### src/rtl/pipe_trace_buffer_pkg.sv
// pipe_trace_pkg: state encoding and entry sizing shared by the trace buffer and its RAM.
package pipe_trace_pkg;
  typedef enum logic [1:0] {
    ST_IDLE    = 2'd0,
    ST_ARMED   = 2'd1,
    ST_POST    = 2'd2,
    ST_READOUT = 2'd3
  } state_t;

  function automatic int entry_w(input int data_w, input int num_probes);
    return (2 + num_probes) * data_w;
  endfunction
endpackage

### src/rtl/pipe_trace_buffer_ram.sv
// trace_ram: simple dual-port trace storage, synchronous write, registered read with enable.
module trace_ram #(
  parameter int DEPTH = 16,
  parameter int W     = 224
) (
  input  logic                     clk,
  input  logic                     rst,
  input  logic                     we,
  input  logic [$clog2(DEPTH)-1:0] waddr,
  input  logic [W-1:0]             wdata,
  input  logic                     re,
  input  logic [$clog2(DEPTH)-1:0] raddr,
  output logic [W-1:0]             rdata
);
  logic [W-1:0] mem [DEPTH];
  always_ff @(posedge clk) begin
    if (we) mem[waddr] <= wdata;
  end
  // write-through so the final capture is visible when readout starts on the same edge
  always_ff @(posedge clk or negedge rst) begin
    if (!rst) rdata <= '0;
    else if (re) rdata <= (we && waddr == raddr) ? wdata : mem[raddr];
  end
endmodule

### src/rtl/pipe_trace_buffer.sv
// pipe_trace_buffer: captures PC-change samples into a circular buffer, stops after a
// PC-match or halt, then drains the history oldest-first over a valid/ready port.
module pipe_trace_buffer
  import pipe_trace_pkg::*;
#(
  parameter int DATA_W      = 32,
  parameter int NUM_PROBES  = 5,
  parameter int DEPTH       = 16,
  parameter int STALL_LIMIT = 8,
  parameter int POST_TRIG   = 4
) (
  input  logic                         clk,
  input  logic                         rst,
  input  logic [DATA_W-1:0]            pc_i,
  input  logic [DATA_W-1:0]            inst_i,
  input  logic [NUM_PROBES*DATA_W-1:0] probe_i,
  input  logic                         arm_i,
  input  logic                         trig_en_i,
  input  logic [DATA_W-1:0]            trig_pc_i,
  output logic                         rd_valid_o,
  input  logic                         rd_ready_i,
  output logic [DATA_W-1:0]            rd_pc_o,
  output logic [DATA_W-1:0]            rd_inst_o,
  output logic [NUM_PROBES*DATA_W-1:0] rd_probe_o,
  output logic [$clog2(DEPTH):0]       count_o,
  output logic [1:0]                   state_o,
  output logic                         halted_o
);
  localparam int AW = $clog2(DEPTH);
  localparam int CW = AW + 1;
  localparam int EW = entry_w(DATA_W, NUM_PROBES);
  localparam int SW = $clog2(STALL_LIMIT) + 1;
  localparam int PW = $clog2(POST_TRIG + 1) + 1;

  state_t             state, state_n;
  logic [AW-1:0]      wr_ptr, rd_ptr, rd_ptr_n;
  logic [CW-1:0]      count, count_n;
  logic [SW-1:0]      stall_cnt;
  logic [PW-1:0]      post_cnt;
  logic [DATA_W-1:0]  prev_pc;
  logic               prev_valid, rd_valid, halted;
  logic               arm_go, capture, same, wr, stall, halt, hit, post_done, full, xfer;
  logic [EW-1:0]      rdata;

  assign arm_go    = state == ST_IDLE && arm_i;
  assign capture   = state == ST_ARMED || state == ST_POST;
  assign same      = prev_valid && pc_i == prev_pc;
  assign wr        = capture && !same;
  assign stall     = capture && same;
  assign halt      = stall && stall_cnt == SW'(STALL_LIMIT - 2);
  assign hit       = state == ST_ARMED && wr && trig_en_i && pc_i == trig_pc_i;
  assign post_done = state == ST_POST && wr && post_cnt == PW'(1);
  assign full      = count == CW'(DEPTH);
  assign xfer      = state == ST_READOUT && rd_valid && rd_ready_i;

  // a full buffer drags rd_ptr along so the oldest entry is the one overwritten
  always_comb begin
    rd_ptr_n = arm_go ? '0 : ((wr && full) || xfer) ? rd_ptr + 1'b1 : rd_ptr;
    count_n  = arm_go ? '0 : (wr && !full) ? count + 1'b1 : xfer ? count - 1'b1 : count;
    state_n  = arm_go ? ST_ARMED :
               (halt || post_done || (hit && POST_TRIG == 0)) ? ST_READOUT :
               hit ? ST_POST :
               (state == ST_READOUT && count == '0) ? ST_IDLE : state;
  end

  always_ff @(posedge clk or negedge rst) begin
    if (!rst) begin
      state      <= ST_IDLE;
      wr_ptr     <= '0;
      rd_ptr     <= '0;
      count      <= '0;
      stall_cnt  <= '0;
      post_cnt   <= '0;
      prev_pc    <= '0;
      prev_valid <= 1'b0;
      rd_valid   <= 1'b0;
      halted     <= 1'b0;
    end else begin
      state    <= state_n;
      rd_ptr   <= rd_ptr_n;
      count    <= count_n;
      rd_valid <= state_n == ST_READOUT && count_n != '0;
      if (arm_go) begin
        wr_ptr     <= '0;
        prev_valid <= 1'b0;
        halted     <= 1'b0;
        stall_cnt  <= '0;
        post_cnt   <= '0;
      end
      if (wr) begin
        wr_ptr     <= wr_ptr + 1'b1;
        prev_pc    <= pc_i;
        prev_valid <= 1'b1;
        stall_cnt  <= '0;
      end else if (stall && stall_cnt != SW'(STALL_LIMIT - 1)) begin
        stall_cnt <= stall_cnt + 1'b1;
      end
      if (halt) halted <= 1'b1;
      if (hit) post_cnt <= PW'(POST_TRIG);
      else if (state == ST_POST && wr) post_cnt <= post_cnt - 1'b1;
    end
  end

  // read address looks one step ahead so the registered output tracks rd_ptr without bubbles
  trace_ram #(.DEPTH(DEPTH), .W(EW)) u_ram (
    .clk   (clk),
    .rst   (rst),
    .we    (wr),
    .waddr (wr_ptr),
    .wdata ({pc_i, inst_i, probe_i}),
    .re    (state_n == ST_READOUT),
    .raddr (rd_ptr_n),
    .rdata (rdata)
  );

  assign rd_pc_o    = rdata[EW-1 -: DATA_W];
  assign rd_inst_o  = rdata[EW-DATA_W-1 -: DATA_W];
  assign rd_probe_o = rdata[NUM_PROBES*DATA_W-1:0];
  assign rd_valid_o = rd_valid;
  assign count_o    = count;
  assign state_o    = state;
  assign halted_o   = halted;
endmodule
### config.mk
export PLATFORM = sky130hd
export DESIGN_NAME = pipe_trace_buffer
export DESIGN_NICKNAME = d
export VERILOG_FILES = /design/src/rtl/pipe_trace_buffer_pkg.sv /design/src/rtl/pipe_trace_buffer_ram.sv /design/src/rtl/pipe_trace_buffer.sv
export SDC_FILE = /design/constraint.sdc
export NUM_CORES = 2
export LEC_CHECK = 0
export CORE_MARGIN = 1
export CORE_UTILIZATION = 45
export CTS_CLUSTER_SIZE = 40
export DETAILED_ROUTE_END_ITERATION = 12
export DONT_BUFFER_PORTS = 1
export GPL_TIMING_DRIVEN = 0
export SYNTH_ARGS = -nofsm -noshare
export SYNTH_HDL_FRONTEND = slang
export SYNTH_SLANG_ARGS = --single-unit
### constraint.sdc
create_clock -name clk -period 21.6 [get_ports clk]
set_input_delay 3.24 -clock clk [delete_from_list [all_inputs] [get_ports clk]]
set_output_delay 3.24 -clock clk [all_outputs]
set_load 0.01 [all_outputs]
After elaboration in Yosys (flattened, before gate mapping). Memory sizes are Yosys's and may differ from the RTL's. A register that Yosys moved wholly into a read port is not among the register bits. Index checks and enable logic that the tools add are counted.

Shifts and indexed selects: 0. Eq/ne operators: 10. Multiply operators: 0. Div/mod/pow operators: 0. Bitwise logic cells: 0. Reduce and logical (&&, ||, !) cells: 30. Muxes and demuxes: 20. $lt $le $gt $ge: 0. Add/sub/neg operators: 6.

Operator list (count): 32-bit equality test (2); 4-bit 2-to-1 mux (8); 1-bit logical AND (17); 5-bit 2-to-1 mux (3); 4-bit by 1-bit adder with 4-bit output, second input constant (3); 2-bit 2-to-1 mux (4); 2-bit equality test, second input constant (3); 3-bit nonzero test (2); 5-bit by 1-bit adder with 5-bit output, second input constant (1); 5-bit equality test, second input constant (1); 5-bit logical NOT (1); 1-bit 2-to-1 mux (5); 5-bit nonzero test (1); 5-bit by 1-bit subtractor with 5-bit output, second input constant (1); 4-bit by 1-bit equality test with 1-bit output, second input constant (1); 4-bit by 3-bit equality test with 1-bit output, second input constant (1); 4-bit by 3-bit != test with 1-bit output, second input constant (1); 2-bit nonzero test (2); 4-bit by 1-bit subtractor with 4-bit output, second input constant (1); 1-bit logical NOT (3); 1-bit logical OR (3); 2-bit by 1-bit equality test with 1-bit output, second input constant (1); 2-bit logical NOT (1).

Bits in read-only memories: 0. Bits of input ports: 261. Memories kept: 1. Word-level logic and storage cells: 77. Flip-flop bits (word level): 58. Latch bits: 0. Output and inout port bits: 233. RAM bits: 3584.

Memories: u_ram.mem (words 16, bits a word 224, rd ports 1, clocked after Yosys merged registers in 1, write ports 1, line pipe_trace_buffer_ram.sv:15) `logic [W-1:0] mem [DEPTH];`.

Logic depth before layout (Yosys ltp).
Depth after elaboration: 12. Depth in mapped cells: 16. Gate-level depth less buffers: 12.

Modules after synthesis. Synthesis repeated with hierarchy kept, for this count alone.

Cell total of the unflattened synthesis: 7298. Area, all modules: 149622.2 um2.

By module, submodules not included: trace_ram (times used 1, seq. area each 113228.6 um2, area an instance 146131.4 um2, cells an instance 6981); pipe_trace_buffer (times used 1, seq. area each 1451.4 um2, area an instance 3490.8 um2, cells an instance 317).

Worst setup path after synthesis. Ideal clock, no wire load.

Path type: input port to flip-flop. Start point: in pc_i[15]. End point: mem u_ram.mem[3][0] (enable). Path slack: 0.551 ns. Path buffers: 4. Required time: 20.518 ns. Library setup time: 1.082 ns. Data arrival time: 19.967 ns. Stages on the path: 10. Cells stage by stage: clkbuf_1 xnor2_1 nand2_1 or4_1 clkbuf_1 o31a_1 clkbuf_1 buf_1 nand2_1 nor3_1.

Longest elaborated chain between the ends: 6.

RTL lines: start: declaration (line pipe_trace_buffer.sv:14) `input logic [DATA_W-1:0] pc_i,`; 32-bit equality test (line pipe_trace_buffer.sv:47) `assign same = prev_valid && pc_i == prev_pc;`; 1-bit logical AND (line pipe_trace_buffer.sv:47); 1-bit logical NOT (line pipe_trace_buffer.sv:48) `assign wr = capture && !same;`; 1-bit logical AND (line pipe_trace_buffer.sv:48); 1-bit 2-to-1 mux (line pipe_trace_buffer_ram.sv:17) `if (we) mem[waddr] <= wdata;`; 1-bit 2-to-1 mux (not written as such) (line pipe_trace_buffer_ram.sv:17); end: declaration (line pipe_trace_buffer_ram.sv:15).

No other way between the ends.

Worst setup path in the final report.
Start point: in pc_i[15]. End point: reg u_ram.rdata[155] (read register of u_ram.mem).

Longest elaborated chain between the ends: 11. Elaborated cells between the ends (all ways): 21. Classes of those cells: eq/ne (3); mux (5); reduce/logical (13).

RTL lines: 32-bit equality test (line pipe_trace_buffer.sv:47); 1-bit logical AND (line pipe_trace_buffer.sv:47); 1-bit logical NOT (line pipe_trace_buffer.sv:48); 1-bit logical AND (line pipe_trace_buffer.sv:48); 1-bit logical AND (3 in series) (line pipe_trace_buffer.sv:51) `assign hit = state == ST_ARMED && wr && trig_en_i && pc_i == trig_pc_i;`; 2-bit 2-to-1 mux (line pipe_trace_buffer.sv:62) `hit ? ST_POST :`; 2-bit 2-to-1 mux (line pipe_trace_buffer.sv:61) `(halt || post_done || (hit && POST_TRIG == 0)) ? ST_READOUT :`; 2-bit 2-to-1 mux (line pipe_trace_buffer.sv:60) `state_n = arm_go ? ST_ARMED :`; 2-bit equality test (line pipe_trace_buffer.sv:111) `.re (state_n == ST_READOUT),`; end: declaration (line pipe_trace_buffer_ram.sv:13) `output logic [W-1:0] rdata`.

Several ways; a longest one is shown, not always the timed one. A chain may end at the register's enable or synchronous reset.

==> results_dict.tcl <==
set metrics [dict create \
    yosysSeqAreaShare_pct 75.9 \
    firstDrtPassIters 7 \
    setup_viol 0 \
    grt-busiest-layer "met2" \
    ff2ff_setup_slack_ns 13.41 \
    synth_compound_area_share_pct 10.5 \
    final_core_util_pct 52.1 \
    post-place-ws_ns 11.10 \
    synth-xor-area-share_pct 0.412 \
    htreeDepth 5 \
    finalCriticalPeriod_ns 9.68 \
    cp-start-kind "primary input" \
    grt.total_usage_pct 25.5 \
    hold_viol 0 \
    numPortBuffers 0 \
    required_ns 22.40 \
    yosysWarnings 0 \
    use_met1_pct 32.5 \
    maxCapViolCount 1 \
    cp-startpoint "pc_i[15]" \
    synth_top_family_by_area "compound AO/OA/AOI/OAI gates" \
    dieHeight_um 581 \
    initial_utilization_pct 45.3 \
    vias_per_cell 6.00 \
    nets 10257 \
    grt_pass1_vias 89489 \
    synth_common_cells "edfxtp_1 (3584), a21oi_1 (1126), nand2_1 (936)" \
    gp_congestion 0.837 \
    p_int_uw 14900 \
    worst_slack_ns 11.92 \
    min_path_type "register to register" \
    drv_slew 0 \
    cts_setup_buffers 0 \
    p_sw_uw 7030 \
    grt_pass1_wl_um 631000 \
    fp.dieW_um 581 \
    synth_cells 9333 \
    finalCritPeriodShare_pct 44.8 \
    ys_types 51 \
    clk_pin_slew_ns 0.06 \
    max_freq_mhz 103 \
    yosysTopAreaCell "edfxtp_1" \
    multi_input_area_um2 33900 \
    ios 494 \
    rsz0062_at_grt "no" \
    cts_inserted_buffers 399 \
    synth-seq-cells 3866 \
    total_power_uw 21900 \
    wl_um 440000 \
    muxShareOfSynthArea_pct 6.96 \
    crit_end "u_ram.rdata[155]" \
    hold_start "stall_cnt[2]" \
    post_cts_resized 0 \
    path_max_fanout 17 \
    p_comb_share_pct 25.6 \
    cts.sinks 3866 \
    nFillCells 26777 \
    yosys.area_share.simple_pct 4.38 \
    clock_path_buffers 4 \
    synthToLayoutAreaGrowth_pct 15.1 \
    insertion_delay_ns 0.95 \
    tritoncts "yes" \
    power_density_nw_per_um2 126 \
    grt.overflow.total 0 \
    synth_edf_count 3584 \
    vias 88403 \
    post-dp-hpwl_um 299000 \
    seqPwrFrac_pct 43.5 \
    dpl.cell_count 13967 \
    yosysMostFrequentCell "edfxtp_1" \
    p_sw_share_pct 32.1 \
    final_cells 14742 \
    setup_tns_ns 0 \
    syn_nets 9609 \
    syn-mean-instance-area_um2 16.2 \
    synth_top_area_share_pct 71.3 \
    status "complete, but fails checks" \
    globalRouteMet3Util_pct 5.57 \
    synthFlopType "edfxtp_1" \
    whs_path_depth 1 \
    synth_area_leaders "edfxtp_1 (71%), mux2_2 (6.4%), dfrtp_1 (4.7%)" \
    clock_power_share_pct 30.9 \
    relSlewSlack_pct 0.772 \
    grt_max_degree 283 \
    wire_per_inst_um 29.9 \
    vdd_drop_max_mv 0.0801 \
    clock_skew_ns 0.0396 \
    path_class "primary input to register" \
    cts-root-buf "clkbuf_16" \
    r2r-start "count_o[1]" \
    synthAdderAreaFrac_pct 0.124 \
    setup.worst_path.end_class "register" \
    async_reset_ff_share_pct 7.29 \
    antenna_found_initial 35 \
    r2r-end "u_ram.rdata[155]" \
    p_leak_uw 0.0583 \
    drc 0 \
    violations "capacitance limit" \
    layout-drive-gt1-share_pct 17.7 \
    fp-row-count 212 \
    synth_area_um2 151000 \
    drtAntennaViolNets 0 \
    seq_area_um2 115000 \
    met2_usage_pct 42.4 \
    hold_buffers 0 \
    crit_arrival_ns 10.48 \
    tightest_slew_ns 1.49 \
    drt-initial-drc-count 8949 \
    die_area_um2 338000 \
    coreArea_um2 334000 \
    worstRegToRegCells 17 \
]
==> power groups by stage <==
stage / logic (uW) / clock network (uW) / registers, uW
floorplan: 3120 / 0 / 10100
global placement: 5100 / 0 / 10700
detailed placement: 5560 / 0 / 9670
CTS: 5590 / 6870 / 9520
global route: 5960 / 7150 / 9580
finish: 5610 / 6770 / 9520
==> final cells by class <==
type,count,area share (%)
Sequential cell,3866,66.0
Multi-Input combinational cell,4798,19.5
Clock buffer,535,6.30
Tap cell,4387,3.16
Timing Repair Buffer,247,2.36
Buffer,652,1.49
Clock inverter,213,1.13
Antenna cell,27,0.0389
Inverter,17,0.0367
==> stage by stage <==
stage,hold WS [ns],instance area [um2]
final,0.514,174000
after global placement,0.494,157000
after detailed placement,0.501,161000
after CTS,0.511,174000
after floorplan,0.464,151000
after global routing,0.538,174000
==> placed cells by master, fill, tap and decap left out, types with 13 or more instances in the layout <==
cell	synthesis	routed
nor2b_1	227	227
buf_8	0	19
diode_2	0	27
o22ai_1	452	452
mux2_2	858	858
clkbuf_1	531	591
xor2_1	45	45
buf_12	0	117
buf_2	71	72
o21ai_0	16	16
buf_6	0	90
a2111o_1	224	224
clkinv_2	0	74
nand3_1	16	16
clkbuf_16	0	406
edfxtp_1	3584	3584
clkinvlp_4	0	17
clkbuf_2	0	39
clkinv_1	0	68
xnor2_1	26	26
mux2_1	70	70
bufinv_16	0	28
nand2_1	936	936
inv_1	14	14
a221o_1	448	448
dfrtp_1	282	282
buf_1	48	47
ha_1	15	15
buf_16	0	15
nor4_1	15	13
a21oi_1	1126	1126
nor3_1	234	229
clkbuf_8	0	30
==> registers in the layout (all words and copies together) (netlist names) <==
register     flops
u_ram.mem     3584
u_ram.rdata    224
prev_pc         32
count_o          5
post_cnt         4
rd_ptr           4
stall_cnt        4
wr_ptr           4
state_o          2
halted_o         1
prev_valid       1
rd_valid_o       1
==> worst min-delay path by stage <==
stage | end | slack [ns]
2_1_floorplan | stall_cnt[2] | 0.46
3_3_place_gp | stall_cnt[3] | 0.49
3_5_place_dp | stall_cnt[2] | 0.50
4_1_cts | stall_cnt[2] | 0.51
5_1_grt | stall_cnt[2] | 0.54
6_report | stall_cnt[2] | 0.51
==> worst max-delay path, stage by stage <==
cell      delay [ns]
clkbuf_1        0.48
xnor2_1         0.19
nand2_1         0.09
or4_1           0.42
clkbuf_1        0.19
o41a_1          0.44
and3_1          0.20
clkbuf_1        0.41
inv_2           0.47
clkbuf_1        1.12
nand2_1         1.22
clkbuf_2        0.69
buf_16          0.33
clkbuf_1        0.33
o22ai_1         0.23
nor3_1          0.07
a2111o_1        0.31
==> kinds of logic (layout without fill, tap and decap cells) <==
group	count (synthesis)	after routing
flops	3866	3866
compound gates	2293	2293
simple gates	1486	1486
mux	933	933
buf+inv	669	1664
xor+xnor	71	71
fa+ha+maj	15	15
other cells	0	27
==> layer usage <==
metal | wire length, um | vias up
met1 | 170000 | 45685
li1 | - | 38334
met3 | 37100 | 709
met4 | 18200 | 2
met5 | 13 | -
met2 | 215000 | 3673
(Power assumes the default switching activity.)
